<file path="src/rtl/sha256_serial_pkg.sv">
// rtl/sha256_serial_pkg.sv - shared state encoding and constants for the digest serializer
package sha256_serial_pkg;

  localparam int DIGEST_BYTES_DEFAULT = 32;
  localparam logic [7:0] ASCII_CR = 8'h0D;
  localparam logic [7:0] ASCII_LF = 8'h0A;

  typedef enum logic [1:0] {
    IDLE,
    SEND,
    GAP,
    DRAIN
  } state_t;

endpackage

</file>
<file path="src/rtl/sha256_digest_serializer_if.sv">
// rtl/sha256_digest_serializer_if.sv - digest input, UART handshake and status signals
interface sha256_digest_serializer_if
  import sha256_serial_pkg::*;
#(
  parameter int DIGEST_BYTES = DIGEST_BYTES_DEFAULT
);

  logic [8*DIGEST_BYTES-1:0] digest_in;
  logic                      digest_valid;
  logic                      tx_busy;
  logic                      tx_start;
  logic [7:0]                tx_data;
  logic                      busy;
  logic                      done;
  logic                      overrun;

  modport master (
    input  digest_in, digest_valid, tx_busy,
    output tx_start, tx_data, busy, done, overrun
  );

  modport slave (
    output digest_in, digest_valid, tx_busy,
    input  tx_start, tx_data, busy, done, overrun
  );

endinterface

</file>
<file path="src/rtl/sha256_hex_nibble.sv">
// rtl/sha256_hex_nibble.sv - nibble to lowercase ASCII hex, used when SHA256_SERIAL_HEX_ASCII_EN is set
module sha256_hex_nibble (
  input  logic [3:0] nibble_i,
  output logic [7:0] ascii_o
);

  always_comb begin
    if (nibble_i < 4'd10) ascii_o = 8'h30 + {4'h0, nibble_i};
    else                  ascii_o = 8'h57 + {4'h0, nibble_i};
  end

endmodule

</file>
<file path="src/rtl/sha256_digest_serializer.sv">
// rtl/sha256_digest_serializer.sv - streams a captured digest to a UART one character at a time
// SHA256_SERIAL_HEX_ASCII_EN: send lowercase hex pairs plus CR LF instead of raw bytes.
module sha256_digest_serializer
  import sha256_serial_pkg::*;
#(
  parameter int DIGEST_BYTES = DIGEST_BYTES_DEFAULT
) (
  input logic clk,
  input logic rst,
  sha256_digest_serializer_if.master bus
);

  localparam int DW = 8 * DIGEST_BYTES;
`ifdef SHA256_SERIAL_HEX_ASCII_EN
  localparam int FRAME_CHARS = 2 * DIGEST_BYTES + 2;
`else
  localparam int FRAME_CHARS = DIGEST_BYTES;
`endif
  localparam int IDX_W = $clog2(FRAME_CHARS + 1);
  localparam logic [IDX_W-1:0] FRAME_END = IDX_W'(FRAME_CHARS);

  state_t           state_q, state_d;
  logic [DW-1:0]    shift_q, shift_d;
  logic [IDX_W-1:0] idx_q, idx_d;
  logic             tx_start_q, tx_start_d;
  logic [7:0]       tx_data_q, tx_data_d;
  logic             busy_q, busy_d;
  logic             done_q, done_d;
  logic             overrun_q, overrun_d;

  logic [7:0]       cur_char;
  logic             byte_done;

`ifdef SHA256_SERIAL_HEX_ASCII_EN
  localparam logic [IDX_W-1:0] CR_IDX = IDX_W'(2 * DIGEST_BYTES);
  logic [3:0] nibble;
  logic [7:0] hex_char;

  // Even index sends the high nibble; the byte is shifted out after its low nibble.
  assign nibble    = idx_q[0] ? shift_q[DW-5 -: 4] : shift_q[DW-1 -: 4];
  assign byte_done = idx_q[0];

  sha256_hex_nibble u_hex_nibble (
    .nibble_i (nibble),
    .ascii_o  (hex_char)
  );

  always_comb begin
    cur_char = hex_char;
    if (idx_q == CR_IDX)     cur_char = ASCII_CR;
    else if (idx_q > CR_IDX) cur_char = ASCII_LF;
  end
`else
  assign cur_char  = shift_q[DW-1 -: 8];
  assign byte_done = 1'b1;
`endif

  always_comb begin
    state_d    = state_q;
    shift_d    = shift_q;
    idx_d      = idx_q;
    tx_start_d = 1'b0;
    tx_data_d  = tx_data_q;
    done_d     = 1'b0;
    overrun_d  = overrun_q;

    case (state_q)
      IDLE: begin
        // The done cycle still belongs to the finished frame, so a digest there is refused.
        if (bus.digest_valid) begin
          if (done_q) begin
            overrun_d = 1'b1;
          end else begin
            shift_d   = bus.digest_in;
            idx_d     = '0;
            overrun_d = 1'b0;
            state_d   = SEND;
          end
        end
      end
      SEND: begin
        if (bus.digest_valid) overrun_d = 1'b1;
        if (!bus.tx_busy) begin
          tx_start_d = 1'b1;
          tx_data_d  = cur_char;
          idx_d      = idx_q + IDX_W'(1);
          if (byte_done) shift_d = shift_q << 8;
          state_d    = GAP;
        end
      end
      GAP: begin
        if (bus.digest_valid) overrun_d = 1'b1;
        state_d = DRAIN;
      end
      DRAIN: begin
        if (bus.digest_valid) overrun_d = 1'b1;
        if (!bus.tx_busy) begin
          if (idx_q == FRAME_END) begin
            state_d = IDLE;
            done_d  = 1'b1;
          end else begin
            state_d = SEND;
          end
        end
      end
      default: state_d = IDLE;
    endcase

    busy_d = (state_d != IDLE);
  end

  always_ff @(posedge clk or posedge rst) begin
    if (rst) begin
      state_q    <= IDLE;
      shift_q    <= '0;
      idx_q      <= '0;
      tx_start_q <= 1'b0;
      tx_data_q  <= 8'h00;
      busy_q     <= 1'b0;
      done_q     <= 1'b0;
      overrun_q  <= 1'b0;
    end else begin
      state_q    <= state_d;
      shift_q    <= shift_d;
      idx_q      <= idx_d;
      tx_start_q <= tx_start_d;
      tx_data_q  <= tx_data_d;
      busy_q     <= busy_d;
      done_q     <= done_d;
      overrun_q  <= overrun_d;
    end
  end

  assign bus.tx_start = tx_start_q;
  assign bus.tx_data  = tx_data_q;
  assign bus.busy     = busy_q;
  assign bus.done     = done_q;
  assign bus.overrun  = overrun_q;

endmodule

</file>
<file path="src/flat_wrapper.sv">
// flat-port wrapper written by rule: the top's interface ports become plain ports
module sha256_digest_serializer_flat import sha256_serial_pkg::*;
#(
  parameter int DIGEST_BYTES = DIGEST_BYTES_DEFAULT
)
  (clk, rst, bus_digest_in, bus_digest_valid, bus_tx_busy, bus_tx_start, bus_tx_data, bus_busy, bus_done, bus_overrun);
  sha256_digest_serializer_if #(.DIGEST_BYTES(DIGEST_BYTES)) bus_i ();
  input logic clk;
  input logic rst;
  input wire logic [$bits(bus_i.digest_in)-1:0] bus_digest_in;
  input wire logic [$bits(bus_i.digest_valid)-1:0] bus_digest_valid;
  input wire logic [$bits(bus_i.tx_busy)-1:0] bus_tx_busy;
  output wire logic [$bits(bus_i.tx_start)-1:0] bus_tx_start;
  output wire logic [$bits(bus_i.tx_data)-1:0] bus_tx_data;
  output wire logic [$bits(bus_i.busy)-1:0] bus_busy;
  output wire logic [$bits(bus_i.done)-1:0] bus_done;
  output wire logic [$bits(bus_i.overrun)-1:0] bus_overrun;
  assign bus_i.digest_in = bus_digest_in;
  assign bus_i.digest_valid = bus_digest_valid;
  assign bus_i.tx_busy = bus_tx_busy;
  assign bus_tx_start = bus_i.tx_start;
  assign bus_tx_data = bus_i.tx_data;
  assign bus_busy = bus_i.busy;
  assign bus_done = bus_i.done;
  assign bus_overrun = bus_i.overrun;
  sha256_digest_serializer #(.DIGEST_BYTES(DIGEST_BYTES)) u_core (.clk(clk), .rst(rst), .bus(bus_i));
endmodule
</file>
<file path="config.mk">
export PLATFORM = sky130hd
export DESIGN_NAME = sha256_digest_serializer_flat
export DESIGN_NICKNAME = d
export VERILOG_FILES = /design/src/rtl/sha256_serial_pkg.sv /design/src/rtl/sha256_digest_serializer_if.sv /design/src/rtl/sha256_hex_nibble.sv /design/src/rtl/sha256_digest_serializer.sv /design/src/flat_wrapper.sv
export SDC_FILE = /design/constraint.sdc
export NUM_CORES = 1
export LEC_CHECK = 0
export CAP_MARGIN = 20
export CELL_PAD_IN_SITES_DETAIL_PLACEMENT = 1
export CELL_PAD_IN_SITES_GLOBAL_PLACEMENT = 1
export CORE_ASPECT_RATIO = 1.75
export CORE_MARGIN = 2
export CORE_UTILIZATION = 35
export DETAILED_ROUTE_END_ITERATION = 8
export PLACE_DENSITY_LB_ADDON = 0.1
export SLEW_MARGIN = 30
export SYNTH_ARGS = -nofsm -noshare
export SYNTH_HDL_FRONTEND = slang
export SYNTH_SLANG_ARGS = --single-unit
</file>
<file path="constraint.sdc">
create_clock -name clk -period 7.8 [get_ports clk]
set_input_delay 0.78 -clock clk [delete_from_list [all_inputs] [get_ports clk]]
set_output_delay 0.78 -clock clk [all_outputs]
set_load 0.005 [all_outputs]
</file>
# Yosys cells after proc, flatten, opt, wreduce, memory -nomap -nowiden
# Index checks and enable logic that the tools add are counted.
[classes]
n_addsub = 1
mul = 0
n_div = 0
order_cmp = 0
eq_ne = 8
n_shift = 0
mux = 23
bitwise = 1
n_reduce_logical = 7
[ops]
columns = ["op", "count"]
rows = [
  ["$mux W256", 3],
  ["$pmux W256 S2", 1],
  ["$mux W6", 3],
  ["$pmux W6 S2", 1],
  ["$mux W1", 9],
  ["$mux W2", 4],
  ["$pmux W2 S4", 1],
  ["$add A6 B1 Y6 const B", 1],
  ["$eq A6 B6 Y1 const B", 1],
  ["$ne A2 B2 Y1 const B", 3],
  ["$eq A2 B2 Y1 const B", 2],
  ["$reduce_and A2 Y1", 2],
  ["$reduce_and A4 Y1", 1],
  ["$reduce_bool A2 Y1", 2],
  ["$reduce_or A3 Y1", 1],
  ["$eq A2 B1 Y1 const B", 1],
  ["$logic_not A2 Y1", 1],
  ["$ne A2 B1 Y1 const B", 1],
  ["$pmux W1 S2", 1],
  ["$not A1 Y1", 1],
]
[totals]
register_bits = 276
latch_bits = 0
ram_bits = 0
mem_bits_ro = 0
word_cells = 48
n_memories = 0

# Longest topological paths before layout
# Gate-level depths: netlist of run 1.
[logic_depth]
depth_word = 5
ltp_mapped = 8
ltp_nobuf = 5

# Least setup slack after synthesis of run 1
# No wires, ideal clock.
[synth_timing]
kind = "input-to-reg"
from = "input port bus_digest_valid"
to = "register u_core.shift_q[100]"
setup_ns = 0.126
arrival_time_ns = 1.778
setup_slack_ns = 5.896
stages = 6
path_buffers = 3
path_cell_list = "or4b_1 > buf_2 > nand2_4 > buf_12 > buf_6 > a31oi_1"
[synth_between]
elab_chain_len = 2
[synth_lines]
columns = ["item", "line_no", "rtl"]
rows = [
  ["start, declared", "flat_wrapper.sv:11", "input wire logic [$bits(bus_i.digest_valid)-1:0] bus_digest_valid;"],
  ["$ne A2 B2 Y1 (no source line)", "--", ""],
  ["$reduce_and A4 Y1 (no source line)", "--", ""],
  ["end signal, assigned", "sha256_digest_serializer.sv:124", "shift_q <= shift_d;"],
  ["end, declared", "sha256_digest_serializer.sv:23", "logic [DW-1:0] shift_q, shift_d;"],
]
# Every way passes these cells.
# A chain may end at the register's enable or synchronous reset.

# Worst setup path after layout of run 1
[layout_timing]
from = "input port bus_digest_valid"
to = "register u_core.shift_q[0]"
# The elaborated chain is that of the path after synthesis.

==> summary.txt, run 1 <==
Outcome
  • Status: finished, final reports clean

Pwr
  • Leakage: 6.74 nW
  • Maximum vdd drop: approximately 0.25 mV
  • PD cells: 416 nW/um^2

Die
  • Die Y-Extent: about 260 um
  • Area of the core: 36,700 um^2
  • DIE WIDTH: roughly 150 um
  • Total die area: about 39,000 um^2
  • Core Rows: 93
  • IO Count: 272
  • Initial core utilization: between 30 and 40%

Layout
  • Fillcell total: around 4,300
  • Nets: around 1,900
  • Layout Utilization: a little under half
  • Layout area overhead: 27.7%
  • Layout cell share with drive strength beyond 1: ~3.9%

STA
  • Setup violations, final: 0
  • Clk_skew: roughly 0.023 ns
  • Period utilisation layout: a little over two fifths
  • Slew Limit Fails: 0
  • TNS Setup: 0 ns
  • RSZ-0062 raised after global routing: no
  • Max Clock Freq: approximately 0.30 GHz
  • Max_slew headroom: a little under 40%
  • Worst Tran Pin Value: roughly 0.92 ns
  • Final worst path period need: ~3.3 ns
  • Final Hold Viols: 0

GRT
  • Global-route total usage across every layer: a little over a fifth
  • First-pass GRT wire length: between 60 and 70 mm
  • Vias in the first global route: around 12,000
  • Overflow after GRT: 0
  • Antenna violations before repair: 3
  • Largest net degree at the start of global routing: approximately 150

Hold path
  • Hold WC Path Type: reg -> reg
  • Worst Hold Launch: u_core.bus.tx_data[5]$_DFFE_PP0P_

Critical path
  • Slowest cell delay on critical path: 0.83 ns
  • Crit path top cell by count: buf_4
  • Required time worst endpoint: roughly 8 ns
  • CP Capture Type: flip-flop
  • Reg2reg start: u_core.state_q[1]$_DFF_PP0_
  • CP bufs+invs: 3
  • Critical path peak fanout: about 80
  • Delay-heaviest family, CP: buffers and inverters
  • Crit path max-delay cell type: buf_4
  • CP Cell Sequence: clkdlybuf4s50_1, nor4b_2, buf_4, buf_4, nor2_1, a22o_1
  • Crit path DAT: ~3.7 ns
  • Crit path launch type: input pin
  • Setup CP Type: in -> reg
  • Crit path launch: bus_digest_valid

Clock network
  • CTS tree: yes
  • CTS Buf Count: 29
  • Number of post-CTS setup repair buffers: 0
  • CTS Buffer Depth: 3
  • Clk root buf: clkbuf_16
  • Worst skew pair latency: ~0.56 ns
  • Clock sink count: 276
  • CTS resizes: 0
  • Clk slew on worst S/H paths: around 0.060 ns
  • Hold_buf cts: 0
  • H-tree levels: 1

Yosys
  • Post-synth EDFFs: 0
  • Synth Cell Area: ~13,000 um^2
  • Post-Syn Instances: between 1,000 and 1,500
  • Synth Flop Type: dfrtp_1
  • Synthesis Warnings: 0
  • Avg Cell Area, Syn: 8.71 um^2
  • Library cells used by synthesis: 34
  • Post-synthesis sequential area ratio: 53.2%
  • Synth async-reset ratio: 100%
  • Post-synthesis net count: 1,751
  • Yosys reg bits: between 200 and 300

Place
  • Buffers on Ports: roughly 270
  • Detailed placement HPWL: 25.9 mm
  • Final Wtd Congestion: around 0.77

Drt
  • ANT nets after route: 0
  • DRT iter0 DRCs: 709
  • # DRC: 0
  • Vias: about 11,000
  • Via count normalized by instance count: about 5.3
  • Wirelength, routed: 41.3 mm
  • Routed length per instance: 19.1 um
  • DRT Pass-1 Iters: 5

Run
  • Max Cap Viol: 0
kinds of logic (layout without fill, tap and decap cells):
logic type / count (synthesis) / after routing / share of synthesized area (%)
buffers and inverters: 150 / 342 / 7.60
xor gates and xnor gates: 2 / 2 / 0.135
other: 0 / 3 / 0
AOI/OAI and AO/OA: 264 / 264 / 12.9
adders and majority gates: 2 / 2 / 0.193
DFF: 276 / 276 / 53.2
and+or+nand+nor: 793 / 793 / 25.8
muxes: 2 / 2 / 0.154
path summary, 6_finish.rpt:
path                            cells past startpoint                           endpoint  slack, ns
max in group asynchronous                           4    u_core.shift_q[106]$_DFFE_PP0P_       5.63
worst max-delay path                                6      u_core.shift_q[0]$_DFFE_PP0P_       4.49
worst min-delay path                                2  u_core.bus.tx_data[5]$_DFFE_PP0P_       0.47
worst max register to register                      5      u_core.shift_q[0]$_DFFE_PP0P_       4.69
min in group asynchronous                           3    u_core.shift_q[105]$_DFFE_PP0P_       0.82
worst min register to register                      2  u_core.bus.tx_data[5]$_DFFE_PP0P_       0.47
sequential cells by signal, indices dropped and copies added, names as in the netlist:
name / count
u_core.idx_q: 6
u_core.bus.tx_data: 8
u_core.bus.overrun: 1
u_core.bus.busy: 1
u_core.bus.done: 1
u_core.state_q: 2
u_core.shift_q: 256
u_core.bus.tx_start: 1
tightest hold or removal path: stages (launching register included):
cell and delay (ns):
dfrtp_1 0.34, nand2_1 0.05, nand2_1 0.05
cells in the final DEF (no fill, tap or decap), types with 5 or more instances in the layout:
| cell | synthesis | final |
|---|---|---|
| a22o_1 | 8 | 8 |
| a31oi_1 | 250 | 250 |
| buf_4 | 3 | 6 |
| bufinv_16 | 0 | 5 |
| clkbuf_1 | 56 | 8 |
| clkbuf_16 | 0 | 29 |
| clkbuf_8 | 0 | 6 |
| clkdlybuf4s50_1 | 0 | 271 |
| dfrtp_1 | 276 | 276 |
| nand2_1 | 524 | 524 |
| nor3_1 | 249 | 249 |
synth_stat cells, drive strengths merged (2+ instances only):
cell | instances | area share [%]
nand3 | 2 | 0.077
o21ai | 3 | 0.12
nor3 | 249 | 9.6
dfrtp | 276 | 53
nor2 | 4 | 0.12
nor2b | 2 | 0.096
nand2 | 525 | 15
mux2i | 2 | 0.15
clkbuf | 56 | 1.6
a22o | 8 | 0.54
nand2b | 2 | 0.096
a31oi | 250 | 12
nor4b | 2 | 0.14
buf | 89 | 5.8
ha | 2 | 0.19
inv | 5 | 0.16
xnor2 | 2 | 0.14
power by group:
part	switching [W]	internal (W)
Combinational	0.00175	0.00108
Clock	0.000575	0.000902
Sequential	0.000422	0.00216
layout make-up:
cell class	instances	area, um^2	area share (%)
clock buffer	43	838	5.06
multi-input combinational	1063	5110	30.9
timing repair buffer	286	2910	17.6
clock inverter	8	165	0.997
antenna	3	7.51	0.0453
sequential	276	6910	41.7
tap	475	594	3.59
inverter	5	30.0	0.181
stage by stage:
step	hold slack (ns)	cell area, um^2	std cells	power, W	worst slack (ns)
after CTS	0.481	16500	2155	0.00697	4.37
final	0.471	16600	2159	0.00689	4.49
after global placement	0.461	15500	2103	0.00534	3.70
after global routing	0.497	16600	2159	0.00746	4.32
after floorplan	0.440	13000	1489	0.00475	3.37
after detailed placement	0.466	15500	2104	0.00546	3.80
metal layers:
layer / up-vias / part of all wire, % / routed length, um / GRT usage (%)
li1: 5510 / - / - / -
met1: 5649 / 42 / 17400 / 27.1
met2: 242 / 51 / 21200 / 37.2
met3: 54 / 3.7 / 1510 / 2.29
met4: 0 / 2.8 / 1170 / 6.61
met5: - / 0 / 0 / 0
No activity file was read; power rests on OpenSTA's default activity.
==> inputs of run 2 (changes only) <==
--- a/config.mk
+++ b/config.mk
@@ -10,7 +10,7 @@
 export CELL_PAD_IN_SITES_GLOBAL_PLACEMENT = 1
 export CORE_ASPECT_RATIO = 1.75
 export CORE_MARGIN = 2
-export CORE_UTILIZATION = 35
+export CORE_UTILIZATION = 38
 export DETAILED_ROUTE_END_ITERATION = 8
 export PLACE_DENSITY_LB_ADDON = 0.1
 export SLEW_MARGIN = 30
==> constraint.sdc (replaced) <==
create_clock -name clk -period 3.4 [get_ports clk]
set_input_delay 0.34 -clock clk [delete_from_list [all_inputs] [get_ports clk]]
set_output_delay 0.34 -clock clk [all_outputs]
set_load 0.005 [all_outputs]
==> run 2 against run 1 <==
  * Setup slack worse by 3.7 ns
  * Wire length down 0.35%
  * Worst hold slack worse by 0.38 ns
  * Clock power up 120%
  * Cell count down 0.32%
  * Combinational power up 140%
  * Sequential power up 130%
  * Global-route usage up 1.7 points
  * Utilization up 4.4 points
  * Sequential share of layout area down 0.44 points
  * Critical path depth down 1
  * Critical endpoint is now u_core.shift_q[139]$_DFFE_PP0P_
==> summary.txt, run 2 (synthesis gave the netlist of run 1 again) <==
Drt
  • DRT iter0 DRCs: 478 (-33%)
  • # DRC: 0 (unchanged)
  • ANT nets after route: 0 (unchanged)
  • Via count normalized by instance count: 5.35 (+0.75%)
  • Vias: 11,500 (+0.42%)
  • Routed length per instance: 19.1 um (about the same)
  • Wirelength, routed: 41.1 mm (-0.35%)
  • DRT Pass-1 Iters: 4 (-1)

Layout
  • Fillcell total: 3,922 (-8.5%)
  • Nets: 1,939 (+0.83%)
  • Commonest non-fill, non-tap cell in the layout: nand2_1
  • Commonest non-fill, non-tap cells in the layout: 524 x nand2_1, 276 x dfrtp_1, 271 x clkdlybuf4s50_1, 250 x a31oi_1, 249 x nor3_1
  • Antenna diode instance count: 0 (-3)
  • Layout area overhead: 29.0%
  • Max reg flops: 256 (unchanged)
  • Layout cell share with drive strength beyond 1: 4.95% (+1.1 points)
  • Biggest register: u_core.shift_q
  • Post-route cell area: 16,700 um^2 (+1.1%)

Die
  • Die Y-Extent: 248 um (-4.0%)
  • DIE WIDTH: 144 um (-3.9%)
  • Area of the core: 33,700 um^2 (-7.9%)
  • Total die area: 35,700 um^2 (-7.7%)
  • Initial core utilization: 38.5% (+3.1 points)
  • IO Count: 272 (unchanged)
  • Core Rows: 89 (-4.3%)

Clock network
  • CTS Buf Count: 27 (-6.9%)
  • Worst skew pair latency: 0.54 ns (-0.02 ns)
  • Hold_buf cts: 0 (unchanged)
  • CTS tree: yes
  • CTS Buffer Depth: 3 (unchanged)
  • CTS resizes: 0 (unchanged)
  • Number of post-CTS setup repair buffers: 0 (unchanged)
  • Clk root buf: clkbuf_16
  • Clock sink count: 276 (unchanged)
  • H-tree levels: 1 (unchanged)
  • Clk slew on worst S/H paths: 0.07 ns (about the same)

GRT
  • Overflow after GRT: 0 (unchanged)
  • Largest net degree at the start of global routing: 111 (-26%)
  • Global-route total usage across every layer: 22.8% (+1.7 points)
  • First-pass GRT wire length: 65.1 mm (-0.88%)
  • Vias in the first global route: 12,100 (-0.26%)
  • Antenna violations before repair: 0 (-3)

STA
  • Max Clock Freq: between 0.3 and 0.4 GHz
  • Max_slew headroom: 49.2% (+11 points)
  • Setup violations, final: 0 (unchanged)
  • Period utilisation layout: approximately 76%
  • RSZ-0062 raised after global routing: no
  • Final Hold Viols: 0 (unchanged)
  • Final worst path period need: 2.59 ns
  • Hold_ws: 0.0937 ns (-0.377 ns)
  • TNS Setup: 0 ns (unchanged)
  • Slew Limit Fails: 0 (unchanged)
  • Clk_skew: 0.0143 ns (-0.00857 ns)
  • Worst Tran Pin Value: 0.761 ns (-0.162 ns)

Critical path
  • Crit path max-delay cell type: or3b_1
  • Reg2reg start: u_core.state_q[0]$_DFF_PP0_
  • CP Cell Sequence: or3b_1, inv_8, buf_4, nor3_1, a31oi_1
  • Required time worst endpoint: 3.86 ns (-4.37 ns)
  • CP Capture Type: flip-flop
  • Crit path launch: u_core.state_q[0]$_DFF_PP0_
  • Crit path DAT: 3.05 ns (-0.69 ns)
  • Crit path launch type: flip-flop
  • Slowest cell delay on critical path: 0.71 ns (-0.12 ns)
  • Critical path peak fanout: 78 (-4.9%)
  • Setup CP Type: reg -> reg

Hold path
  • Hold WC Path Type: in -> async

Pwr
  • Maximum vdd drop: 0.469 mV (+85%)
  • PD cells: 957 nW/um^2 (+130%)
  • Leakage: 6.84 nW (+1.6%)

Place
  • Area after DPL: 15,800 um^2 (+1.7%)
  • Final Wtd Congestion: 0.788 (+2.2%)
  • Buffers on Ports: 271 (unchanged)
  • Detailed placement HPWL: 27.8 mm (+7.2%)

Run
  • Max Cap Viol: 0 (unchanged)

Outcome
  • Status: finished, final reports clean
-- run 2: path summary, 6_finish.rpt --
check / to / slack, ns / cells past startpoint
max: u_core.shift_q[139]$_DFFE_PP0P_ / 0.81 / 5
min in group clk: u_core.shift_q[106]$_DFFE_PP0P_ / 0.36 / 3
max reg2reg: u_core.shift_q[139]$_DFFE_PP0P_ / 0.81 / 5
max in group asynchronous: u_core.bus.done$_DFF_PP0_ / 2.40 / 3
min: u_core.shift_q[129]$_DFFE_PP0P_ / 0.09 / 2
min reg2reg: u_core.bus.tx_data[4]$_DFFE_PP0P_ / 0.47 / 2
-- run 2: layer usage --
metal	part of all wire, %	GRT usage (%)	vias to the layer above
met3	3.6	2.29	58
met5	0	0	-
li1	-	-	5546
met2	53	40.9	262
met1	41	28.9	5637
met4	2.6	6.53	0
-- run 2: final cells by class --
class | count | area (um^2) | share of cell area (%)
Clock buffer | 38 | 777 | 4.64
Clock inverter | 11 | 186 | 1.11
Inverter | 5 | 30.0 | 0.179
Multi-Input combinational cell | 1063 | 5110 | 30.5
Sequential cell | 276 | 6910 | 41.2
Tap cell | 455 | 569 | 3.40
Timing Repair Buffer | 304 | 3160 | 18.9
-- run 2: per-stage QoR --
step                std cells  power [W]  setup WS [ns]  util [%]
detailed placement       2103     0.0129          0.574      46.8
CTS                      2152     0.0162          0.781      49.6
finish                   2152     0.0160          0.809      49.6
floorplan                1489     0.0109         -0.591         -
global route             2152     0.0173          0.607      49.6
global placement         2103     0.0126          0.671      46.8
-- run 2: power breakdown --
group / switching (W) / internal (W)
combinational: 0.00414 / 0.00268
sequential: 0.000981 / 0.00495
clock: 0.00130 / 0.00197
total: 0.00642 / 0.00960
-- run 2: worst max-delay path, delay by kind of cell, from the launching register on --
family / cells / cell delay (ns)
AOI/OAI and AO/OA: 1 / 0.17
buffers and inverters: 2 / 0.92
DFF: 1 / 0.58
and+or+nand+nor: 2 / 0.81
==> inputs of run 3 (changes only) <==
--- a/config.mk
+++ b/config.mk
@@ -10,7 +10,7 @@
 export CELL_PAD_IN_SITES_GLOBAL_PLACEMENT = 1
 export CORE_ASPECT_RATIO = 1.75
 export CORE_MARGIN = 2
-export CORE_UTILIZATION = 38
+export CORE_UTILIZATION = 35
 export DETAILED_ROUTE_END_ITERATION = 8
 export PLACE_DENSITY_LB_ADDON = 0.1
 export SLEW_MARGIN = 30
==> constraint.sdc (replaced) <==
create_clock -name clk -period 2.2 [get_ports clk]
set_input_delay 0.22 -clock clk [delete_from_list [all_inputs] [get_ports clk]]
set_output_delay 0.22 -clock clk [all_outputs]
set_load 0.005 [all_outputs]
==> run 3 against run 2 <==
  * Global-route usage shrank 0.93 points
  * Critical path depth grew 1
  * Wire length grew 3.1%
  * Setup slack lost 0.75 ns
  * Register-to-register slack lost 0.75 ns
  * Sequential share of layout area shrank 0.82 points
  * Critical path type unchanged
  * Critical endpoint is now u_core.shift_q[233]$_DFFE_PP0P_
==> summary.txt, run 3 (synthesis gave the netlist of run 1 again) <==
Drt
  • Wirelength, routed: 42.4 mm (+3.1%)
  • # DRC: 0 (unchanged)
  • ANT nets after route: 0 (unchanged)
  • Via count normalized by instance count: 5.30 (-0.86%)
  • Vias: 11,600 (+1.1%)
  • Routed length per instance: 19.3 um (+1.1%)
  • DRT Pass-1 Iters: 4 (unchanged)
  • DRT iter0 DRCs: 521 (+9.0%)

Clock network
  • Clk slew on worst S/H paths: 0.06 ns (about the same)
  • CTS tree: yes
  • Worst skew pair latency: 0.56 ns (+0.02 ns)
  • Clock sink count: 276 (unchanged)
  • Clk root buf: clkbuf_16
  • Hold_buf cts: 0 (unchanged)
  • CTS Buffer Depth: 3 (unchanged)
  • Number of post-CTS setup repair buffers: 0 (unchanged)
  • H-tree levels: 1 (unchanged)
  • CTS Buf Count: 29 (+7.4%)
  • CTS resizes: 0 (unchanged)

Run
  • Max Cap Viol: 0 (unchanged)

STA
  • Max_slew headroom: 65.9% (+17 points)
  • Final worst path period need: 2.14 ns (-0.453 ns)
  • TNS Setup: 0 ns (unchanged)
  • Max Clock Freq: 0.468 GHz (+21%)
  • Setup violations, final: 0 (unchanged)
  • Clk_skew: 0.0206 ns (+0.00637 ns)
  • Slew Limit Fails: 0 (unchanged)
  • Hold_ws: 0.0438 ns (-0.0499 ns)
  • Worst Tran Pin Value: 0.510 ns (-0.252 ns)
  • RSZ-0062 raised after global routing: no
  • Final Hold Viols: 0 (unchanged)
  • Period utilisation layout: 97.1% (+21 points)

Layout
  • Layout area overhead: 31.6%
  • Biggest register: u_core.shift_q
  • Non-Filler Instances: 2,194 (+2.0%)
  • Commonest non-fill, non-tap cells in the layout: 524 x nand2_1, 276 x dfrtp_1, 271 x clkdlybuf4s50_1, 250 x a31oi_1, 249 x nor3_1
  • Layout cell share with drive strength beyond 1: 6.12% (+1.2 points)
  • Max reg flops: 256 (unchanged)
  • Nets: 1,956 (+0.88%)
  • Multi-input gate area: 5110 um^2 (unchanged)
  • Fillcell total: 4,289 (+9.4%)
  • FF/Latch Area: 6910 um^2 (unchanged)
  • Commonest non-fill, non-tap cell in the layout: nand2_1

GRT
  • Vias in the first global route: 12,400 (+2.3%)
  • Global-route total usage across every layer: 21.9% (-0.93 points)
  • Antenna violations before repair: 2 (+2)
  • Overflow after GRT: 0 (unchanged)
  • Largest net degree at the start of global routing: 75 (-32%)
  • First-pass GRT wire length: 67.6 mm (+3.9%)

Hold path
  • Hold WC Path Type: in -> async

Die
  • Core Rows: 93 (+4.5%)
  • Area of the core: 36,700 um^2 (+8.6%)
  • Die Y-Extent: 259 um (+4.1%)
  • DIE WIDTH: 150 um (+4.1%)
  • IO Count: 272 (unchanged)
  • Total die area: 38,700 um^2 (+8.4%)
  • Initial core utilization: 35.4% (-3.1 points)

Critical path
  • CP Cell Sequence: buf_4, or3b_1, inv_8, buf_12, nor3_1, a31oi_1
  • Crit path max-delay cell type: or3b_1
  • Required time worst endpoint: 2.66 ns (-1.20 ns)
  • R2R cell count: 6 (+1)
  • FF-to-FF End: u_core.shift_q[233]$_DFFE_PP0P_
  • Crit path DAT: 2.60 ns (-0.45 ns)
  • Reg2reg start: u_core.state_q[1]$_DFF_PP0_
  • R2r setup slk: 0.06 ns (-0.75 ns)
  • Slowest cell delay on critical path: 0.59 ns (-0.12 ns)
  • CP bufs+invs: 3 (+1)
  • Setup CP Type: reg -> reg
  • Crit path launch type: flip-flop
  • Delay-heaviest family, CP: simple AND/OR/NAND/NOR gates
  • CP Capture Type: flip-flop
  • Critical path peak fanout: 49 (-37%)

Pwr
  • Clock power share: 20.8% (+0.4 points)
  • Int Power: 0.0153 W (+59%)
  • PD cells: 1480 nW/um^2 (+55%)
  • Share of power burned in registers: 36.0% (-1.0 points)
  • Sw power: 0.0101 W (+57%)
  • Comb power frac: 43.2% (+0.6 points)
  • Maximum vdd drop: 0.622 mV (+33%)
  • Leakage: 6.99 nW (+2.2%)
  • Sw Ratio: 39.7% (-0.35 points)

Place
  • Inst Count DP: 2,138 (+1.7%)
  • Detailed placement HPWL: 28.9 mm (+4.0%)
  • Final Wtd Congestion: 0.800 (+1.5%)
  • Buffers on Ports: 271 (unchanged)

Outcome
  • Status: finished, final reports clean
[run 3: worst max-delay path by stage]
stage                           startpoint                               to  depth (start not counted)
6_report       u_core.state_q[1]$_DFF_PP0_  u_core.shift_q[233]$_DFFE_PP0P_                          6
5_1_grt        u_core.state_q[1]$_DFF_PP0_  u_core.shift_q[233]$_DFFE_PP0P_                          6
4_1_cts        u_core.state_q[1]$_DFF_PP0_  u_core.shift_q[233]$_DFFE_PP0P_                          6
3_5_place_dp                   bus_tx_busy  u_core.shift_q[129]$_DFFE_PP0P_                          6
3_3_place_gp              bus_digest_valid  u_core.shift_q[131]$_DFFE_PP0P_                          5
2_1_floorplan                          rst        u_core.bus.busy$_DFF_PP0_                          1
[run 3: power groups by stage]
stage	registers (W)	logic, W	clock network [W]
2_1_floorplan	0.00871	0.00812	0
6_report	0.00913	0.0110	0.00527
3_5_place_dp	0.00919	0.0111	0
3_3_place_gp	0.00909	0.0108	0
5_1_grt	0.00943	0.0124	0.00561
4_1_cts	0.00913	0.0112	0.00540
[run 3: cell type report]
| class | instances | area share [%] |
|---|---|---|
| antenna | 2 | 0.0293 |
| tap | 475 | 3.48 |
| clock inverter | 13 | 1.00 |
| clock buffer | 41 | 4.98 |
| inverter | 5 | 0.176 |
| sequential | 276 | 40.4 |
| timing repair buffer | 319 | 20.0 |
| multi-input combinational | 1063 | 29.9 |
[run 3: per-layer routing]
| layer | vias up | wire length [um] | track usage, % |
|---|---|---|---|
| li1 | 5590 | - | - |
| met1 | 5767 | 17600 | 28.1 |
| met2 | 227 | 22400 | 38.9 |
| met3 | 43 | 1460 | 2.34 |
| met4 | 0 | 885 | 6.06 |
| met5 | - | 0 | 0 |
[run 3: metrics by stage]
stage	total power (W)	utilization, %	setup WS (ns)	area [um^2]
floorplan	0.0168	-	-1.67	13000
global placement	0.0199	43.8	0.0575	16100
detailed placement	0.0203	43.8	0.00679	16100
CTS	0.0257	46.6	0.0701	17100
global route	0.0274	46.6	0.00492	17100
finish	0.0254	46.6	0.0629	17100
